--- config.mk ---
export PLATFORM = sky130hd
export DESIGN_NAME = ram64_arbiter
export DESIGN_NICKNAME = d
export VERILOG_FILES = /design/src/rtl/ram64_arbiter.sv
export SDC_FILE = /design/constraint.sdc
export NUM_CORES = 1
export LEC_CHECK = 0
export CAP_MARGIN = 10
export CORE_UTILIZATION = 46
export CTS_BUF_LIST = sky130_fd_sc_hd__clkbuf_4
export CTS_CLUSTER_SIZE = 16
export DETAILED_ROUTE_END_ITERATION = 8
export PLACE_DENSITY = 0.86
export SLEW_MARGIN = 20
export SYNTH_ARGS = -nofsm -noshare
export SYNTH_HDL_FRONTEND = slang
export SYNTH_SLANG_ARGS = --single-unit
--- constraint.sdc ---
create_clock -name Clock -period 5.2 [get_ports Clock]
set_input_delay 0.78 -clock Clock [delete_from_list [all_inputs] [get_ports Clock]]
set_output_delay 0.78 -clock Clock [all_outputs]
set_load 0.05 [all_outputs]
--- src/rtl/ram64_arbiter.sv ---
// ---------------------------------------------------------------------------
// ram64_arbiter
//
// Purpose:
//   Owns the control inputs of a 64-word x 16-bit RAM (combinational read,
//   write on the rising edge when load is high). It shares the RAM between
//   two requesters: requester 0 is the CPU datapath and requester 1 is the
//   button/debug port. After reset the arbiter can zero every word. It then
//   serves single-word read or write transactions in round-robin order,
//   using a req/ack handshake.
//
//   A transaction takes a grant edge in IDLE, one ACCESS cycle and one RESP
//   cycle in which ack is high. The read data is captured at the end of
//   ACCESS. A write therefore returns the word's previous contents
//   (exchange semantics).
//
// Ports:
//   Clock, Reset          clock and synchronous active-high reset
//   r0_req/we/addr/wdata  requester 0 transaction request
//   r0_ack, r0_rdata      requester 0 completion pulse and read result
//   r1_*                  same as r0_*, for requester 1
//   ram_in, ram_load,     RAM data, write strobe and address (registered)
//   ram_addr
//   ram_out               RAM combinational read of ram_addr
//   busy                  clear sweep or transaction in progress
//
// DEPTH must equal 2**ADDR_W.
// ---------------------------------------------------------------------------
module ram64_arbiter #(
    parameter int   DATA_W         = 16,
    parameter int   ADDR_W         = 6,
    parameter int   DEPTH          = 64,
    parameter logic CLEAR_ON_RESET = 1'b1
) (
    input  logic              Clock,
    input  logic              Reset,

    input  logic              r0_req,
    input  logic              r0_we,
    input  logic [ADDR_W-1:0] r0_addr,
    input  logic [DATA_W-1:0] r0_wdata,
    output logic              r0_ack,
    output logic [DATA_W-1:0] r0_rdata,

    input  logic              r1_req,
    input  logic              r1_we,
    input  logic [ADDR_W-1:0] r1_addr,
    input  logic [DATA_W-1:0] r1_wdata,
    output logic              r1_ack,
    output logic [DATA_W-1:0] r1_rdata,

    output logic [DATA_W-1:0] ram_in,
    output logic              ram_load,
    output logic [ADDR_W-1:0] ram_addr,
    input  logic [DATA_W-1:0] ram_out,

    output logic              busy
);

    // The state register names the action taken at the next rising edge.
    // All RAM-facing outputs are registers, so the outputs visible in a
    // cycle are the ones set up by the previous edge. For example, the last
    // sweep write (address DEPTH-1) is visible while the state already
    // reads IDLE. This lets a request pending during the sweep be granted
    // on the edge that ends the sweep.
    localparam logic [1:0] ST_CLEAR  = 2'd0;
    localparam logic [1:0] ST_IDLE   = 2'd1;
    localparam logic [1:0] ST_ACCESS = 2'd2;
    localparam logic [1:0] ST_RESP   = 2'd3;

    localparam logic [ADDR_W:0] CLR_LAST = (ADDR_W + 1)'(DEPTH - 1);

    logic [1:0]        state;
    logic [ADDR_W:0]   clr_cnt;
    logic              last_grant;   // 0 = requester 0 served last, 1 = requester 1

    logic              grant0;
    logic              grant1;
    logic              sel_we;
    logic [ADDR_W-1:0] sel_addr;
    logic [DATA_W-1:0] sel_wdata;

    // Round-robin decode: on a tie, the requester that did not win last time is served.
    always_comb begin
        grant0    = r0_req && (!r1_req || last_grant);
        grant1    = r1_req && (!r0_req || !last_grant);
        sel_we    = grant1 ? r1_we    : r0_we;
        sel_addr  = grant1 ? r1_addr  : r0_addr;
        sel_wdata = grant1 ? r1_wdata : r0_wdata;
    end

    always_ff @(posedge Clock) begin
        if (Reset) begin
            state      <= CLEAR_ON_RESET ? ST_CLEAR : ST_IDLE;
            clr_cnt    <= '0;
            last_grant <= 1'b1;
            r0_ack     <= 1'b0;
            r1_ack     <= 1'b0;
            r0_rdata   <= '0;
            r1_rdata   <= '0;
            ram_load   <= 1'b0;
            ram_addr   <= '0;
            ram_in     <= '0;
            busy       <= CLEAR_ON_RESET;
        end else begin
            // Acks are single-cycle pulses unless ACCESS sets one below.
            r0_ack <= 1'b0;
            r1_ack <= 1'b0;

            case (state)
                ST_CLEAR: begin
                    // Issue one zero write per cycle. The edge that issues
                    // the last address moves to IDLE. busy stays high so it
                    // covers exactly DEPTH write cycles.
                    ram_load <= 1'b1;
                    ram_in   <= '0;
                    ram_addr <= clr_cnt[ADDR_W-1:0];
                    clr_cnt  <= clr_cnt + 1'b1;
                    busy     <= 1'b1;
                    if (clr_cnt == CLR_LAST) begin
                        state <= ST_IDLE;
                    end
                end

                ST_IDLE: begin
                    if (grant0 || grant1) begin
                        // The RAM-facing registers double as the latched
                        // request. They stay stable through ACCESS.
                        ram_load   <= sel_we;
                        ram_addr   <= sel_addr;
                        ram_in     <= sel_wdata;
                        last_grant <= grant1;
                        busy       <= 1'b1;
                        state      <= ST_ACCESS;
                    end else begin
                        ram_load <= 1'b0;
                        busy     <= 1'b0;
                    end
                end

                ST_ACCESS: begin
                    // ram_out still shows the pre-write word. The RAM
                    // updates on this same edge.
                    if (last_grant) begin
                        r1_rdata <= ram_out;
                        r1_ack   <= 1'b1;
                    end else begin
                        r0_rdata <= ram_out;
                        r0_ack   <= 1'b1;
                    end
                    ram_load <= 1'b0;
                    busy     <= 1'b1;
                    state    <= ST_RESP;
                end

                default: begin
                    // ST_RESP: the ack cycle ends here. ram_addr and ram_in
                    // keep their last values.
                    ram_load <= 1'b0;
                    busy     <= 1'b0;
                    state    <= ST_IDLE;
                end
            endcase
        end
    end

endmodule

### Yosys cells after proc, flatten, opt, wreduce, memory -nomap -nowiden

Cells that the tools add are included.

* reductions and logical operators: 17
* bitwise gates (word level): 2
* order comparisons: 0
* $mul: 0
* shifts and indexed selects: 0
* div/mod/pow operators: 0
* add/subtract/negate cells: 1
* mux-type cells: 16
* equality and inequality tests: 5

Operators by type and width (count)
* 16-bit 2-to-1 mux: 2
* 16-bit case mux with 2 select lines: 1
* 6-bit 2-to-1 mux: 2
* 6-bit case mux with 2 select lines: 1
* 2-bit AND reduction: 5
* 7-bit by 1-bit adder with 7-bit output (second input constant): 1
* 7-bit by 6-bit equality test with 1-bit output (second input constant): 1
* 2-bit case mux with 3 select lines: 1
* 1-bit 2-to-1 mux: 5
* 2-bit 2-to-1 mux: 2
* 2-bit != test (second input constant): 2
* 1-bit case mux with 2 select lines: 2
* 2-bit OR reduction: 2
* 1-bit zero test: 3
* 1-bit logical OR: 3
* 2-bit by 1-bit equality test with 1-bit output (second input constant): 1
* 2-bit equality test (second input constant): 1
* 1-bit logical AND: 2
* 2-bit zero test: 1
* 1-bit inverter: 2
* 2-bit nonzero test: 1

* register bits: 68
* bits in writable memories: 0
* memories: 0
* bits in latches: 0
* output and inout port bits: 58
* memory bits (read-only): 0

### Longest topological paths before layout

* depth after elaboration: 6
* depth in mapped cells: 8
* gate-level depth less buffers: 6

### Least setup slack after synthesis

Ideal clock, no wire load.

* kind: input-to-reg
* from: input r1_req
* to: register ram_in[13]
* arrival time: 1.775 ns
* cell stages on the path: 5
* buffers on the path: 1
* setup slack: 3.338 ns
* path through: or3b_2 > a21oi_2 > buf_4 > nand2_1 > o31ai_1

* longest elaborated chain between the ends: 6
* elaborated cells between the ends (all ways): 10

Ends and longest elaborated chain
* start, declared: RTL line 45 `input logic r1_req,`
* 1-bit zero test: RTL line 85 `grant0 = r0_req && (!r1_req || last_grant);`
* 1-bit logical OR: RTL line 85
* 1-bit logical AND: RTL line 85
* 1-bit logical OR: RTL line 126 `if (grant0 || grant1) begin`
* 2-bit != test (no line)
* 2-bit AND reduction (no line)
* end signal, assigned: RTL line 131 `ram_in <= sel_wdata;`
* end, declared: RTL line 52 `output logic [DATA_W-1:0] ram_in,`

Several ways; a longest one is shown, not always the timed one. The select of a mux whose other input is x is not followed.
A chain may end at the register's enable or synchronous reset.

### Final worst setup path

* from: register state[1]
* to: register ram_in[14]

* longest elaborated chain between the ends: 3
* elaborated cells between the ends (all ways): 6

Ends and longest elaborated chain
* start, declared: RTL line 73 `logic [1:0] state;`
* start signal, assigned: RTL line 94 `state <= CLEAR_ON_RESET ? ST_CLEAR : ST_IDLE;`
* 2-bit by 1-bit equality test with 1-bit output / 2-bit zero test (equally long branches): RTL line 110 `case (state)`
* 2-bit != test (no line) / 2-bit nonzero test (equally long branches)
* 2-bit AND reduction (no line)

Several ways; a longest one is shown, not always the timed one.

==> results.cfg <==
[clock_network]
htreeDepth = 3
cts_resized = 0
cts_root_buffer = clkbuf_4
insertion_delay_ns = 0.39
clkTransAtPathRegs_ns = 0.10
cts_tree = built
cts_setup_buffers = 0
clk_path_buf_depth = 2
cts_sinks = 68
cts_inserted_buffers = 9
holdBufCountCts = 0

[sta]
finalWorstPathRequiredPeriod_ns = 2.606
slew_headroom_pct = 33.59
clock_skew_ns = 0.01108
slew_viol_final = 0
final-hold-violation-count = 0
max_clock_freq_mhz = 383.8
fin_setup_tns_ns = 0
setup_viol = 0
rsz0062_at_grt = false
worst-slew-pin-transition_ns = 0.9961
min_period_over_period_pct = 50.11

[setup_path]
cp_cell_sequence = inv_1 > ha_1 > or3b_2 > a21oi_2 > nand2_1 > o21ai_0
max_stage_delay_ns = 0.77
worstPathArrival_ns = 2.91
cp.required_ns = 5.51
critPathBufInv = 1
cp_max_fo = 22
worst_setup_path_start_kind = flip-flop
criticalPathCategory = reg -> reg
cp_slowest_cell = a21oi_2
path_delay_family = compound AO/OA/AOI/OAI gates
cp-end-kind = flip-flop

[floorplan]
die_w_um = 78.83
rows = 27
core_um2 = 5608
ios = 124
die_area_um2 = 6213
start_util_pct = 48.42
die_h_um = 78.83

[power]
leakage_nw = 1.475
ir_worst_vdd_mv = 0.1758
powerDensity_nw_per_um2 = 232.5

[drt]
wl_met1_um = 3002
vias = 2635
dr.first_iter.drc_count = 87
routed-wl-met2_um = 3616
routed_wl_um = 7106
drc = 0
drt_pass1_iterations = 5
wl_per_cell_um = 13.91
avgViaCountPerCell = 5.157
dr_wl_met3_um = 303
final_antenna_net_count = 0
top_layer = met4

[global_routing]
overflow = 0
antenna_found_initial = 0
grt_usage_pct = 23.25
grt_pass1_vias = 2545
grt_max_degree = 56
grt_pass1_wl_um = 11240

[finish]
area_growth_pct = 50.32
diodes = 0
final_common_cell = clkdlybuf4s50_1
drive_above_1_share_pct = 5.239
fin_cells = 511
final_cell_mix = 122 x clkdlybuf4s50_1, 85 x nand2_1, 68 x dfxtp_1
final_nets = 506

[place]
post-dp-hpwl_um = 5120
dp_cells = 495
io_buffers = 123
place_congestion = 0.8191

[job]
cap_violations = 0

[synth]
synth_nets = 392
post_synth.cell_area_avg_um2 = 8.485
yosysSeqAreaShare_pct = 50.14
synth_top_area_cell = dfxtp_1
synth_seq_cells = 68
synthCells = 320
syn-cell-area_um2 = 2715
ys_warn_count = 0
synth_top_area_share_pct = 50.14
synth.distinct_cells = 35
ys_top_cells_by_area = dfxtp_1 50%, nand2_1 12%, a21oi_1 6.5%

[outcome]
status = completed

[min_path]
min_path_type = reg -> reg
## per-layer routing
metal  GRT usage [%]  vias to the layer above
met5               0                        -
met4           13.45                        0
met3           4.138                       18
met2           41.91                       70
met1           25.49                     1226
li1                -                     1321
## metrics by stage
stage                     utilization (%)  worst slack, ns  hold slack (ns)  area, um^2  power [mW]
after detailed placement            70.30            2.261           0.4382        3943      0.6332
final                               72.78            2.594           0.4587        4081      0.9490
after global placement              70.30            2.324           0.4328        3943      0.6310
after floorplan                         -            3.338           0.4716        2715      0.5730
after global routing                72.78            2.284           0.4789        4081      0.9876
after CTS                           72.71            2.601           0.4613        4078      0.9586
## where the power goes
part	internal [mW]	switching, mW	total [mW]
clock	0.144	0.184	0.328
sequential	0.524	0.00325	0.528
combinational	0.0577	0.0361	0.0938
## Yosys cell counts, drive strengths merged
library cell and instances:
a2111oi 6, a211oi 1, a21boi 2, a21o 6, a21oi 36, a22oi 16, a311o 1, a31oi 1
and2 1, and3 1, buf 8, clkbuf 13, dfxtp 68, ha 6, inv 6, mux2i 8
nand2 85, nand2b 1, nand3 1, nand4 3, nor2 16, nor2b 2, o21ai 19, o22ai 1
o31ai 2, or2 2, or3 2, or3b 1, xnor2 2, xor2 3
## final cells by class
| cell class | instances | area (um^2) |
|---|---|---|
| clock buffers | 9 | 67.56 |
| flip-flops and latches | 68 | 1361 |
| multi-input cells | 225 | 1239 |
| clock inverters | 7 | 67.56 |
| repair buffers | 124 | 1234 |
| inverters | 6 | 22.52 |
| fillers | 439 | 1526 |
| well taps | 72 | 90.09 |
## cell families after synthesis
family	after synthesis	share of synthesized area (%)
AO/OA/AOI/OAI	91	20.92
XOR/XNOR	5	1.613
adder cells (fa/ha/maj)	6	2.765
buffers and inverters	27	4.378
flip-flops	68	50.14
multiplexers	8	2.949
AND/OR/NAND/NOR	115	17.24
## state kept, by name, indices dropped and copies added, names as in the netlist
name / cells
ram_addr: 6
state: 2
clr_cnt: 7
last_grant: 1
r1_ack: 1
ram_in: 16
r0_rdata: 16
ram_load: 1
r1_rdata: 16
busy: 1
r0_ack: 1
## final timing paths
check / from / depth (start not counted) / endpoint / slack [ns]
setup reg to reg: state[1] / 6 / ram_in[14] / 2.59
hold / removal: ram_in[13] / 2 / ram_in[13] / 0.46
hold reg to reg: ram_in[13] / 2 / ram_in[13] / 0.46
setup / recovery: state[1] / 6 / ram_in[14] / 2.59
## tightest hold or removal path, cell delays in order, from the launching register on
cell and delay, ns:
dfxtp_1 0.34, nand2_1 0.05, o31ai_1 0.05
(Power assumes the default switching activity.)
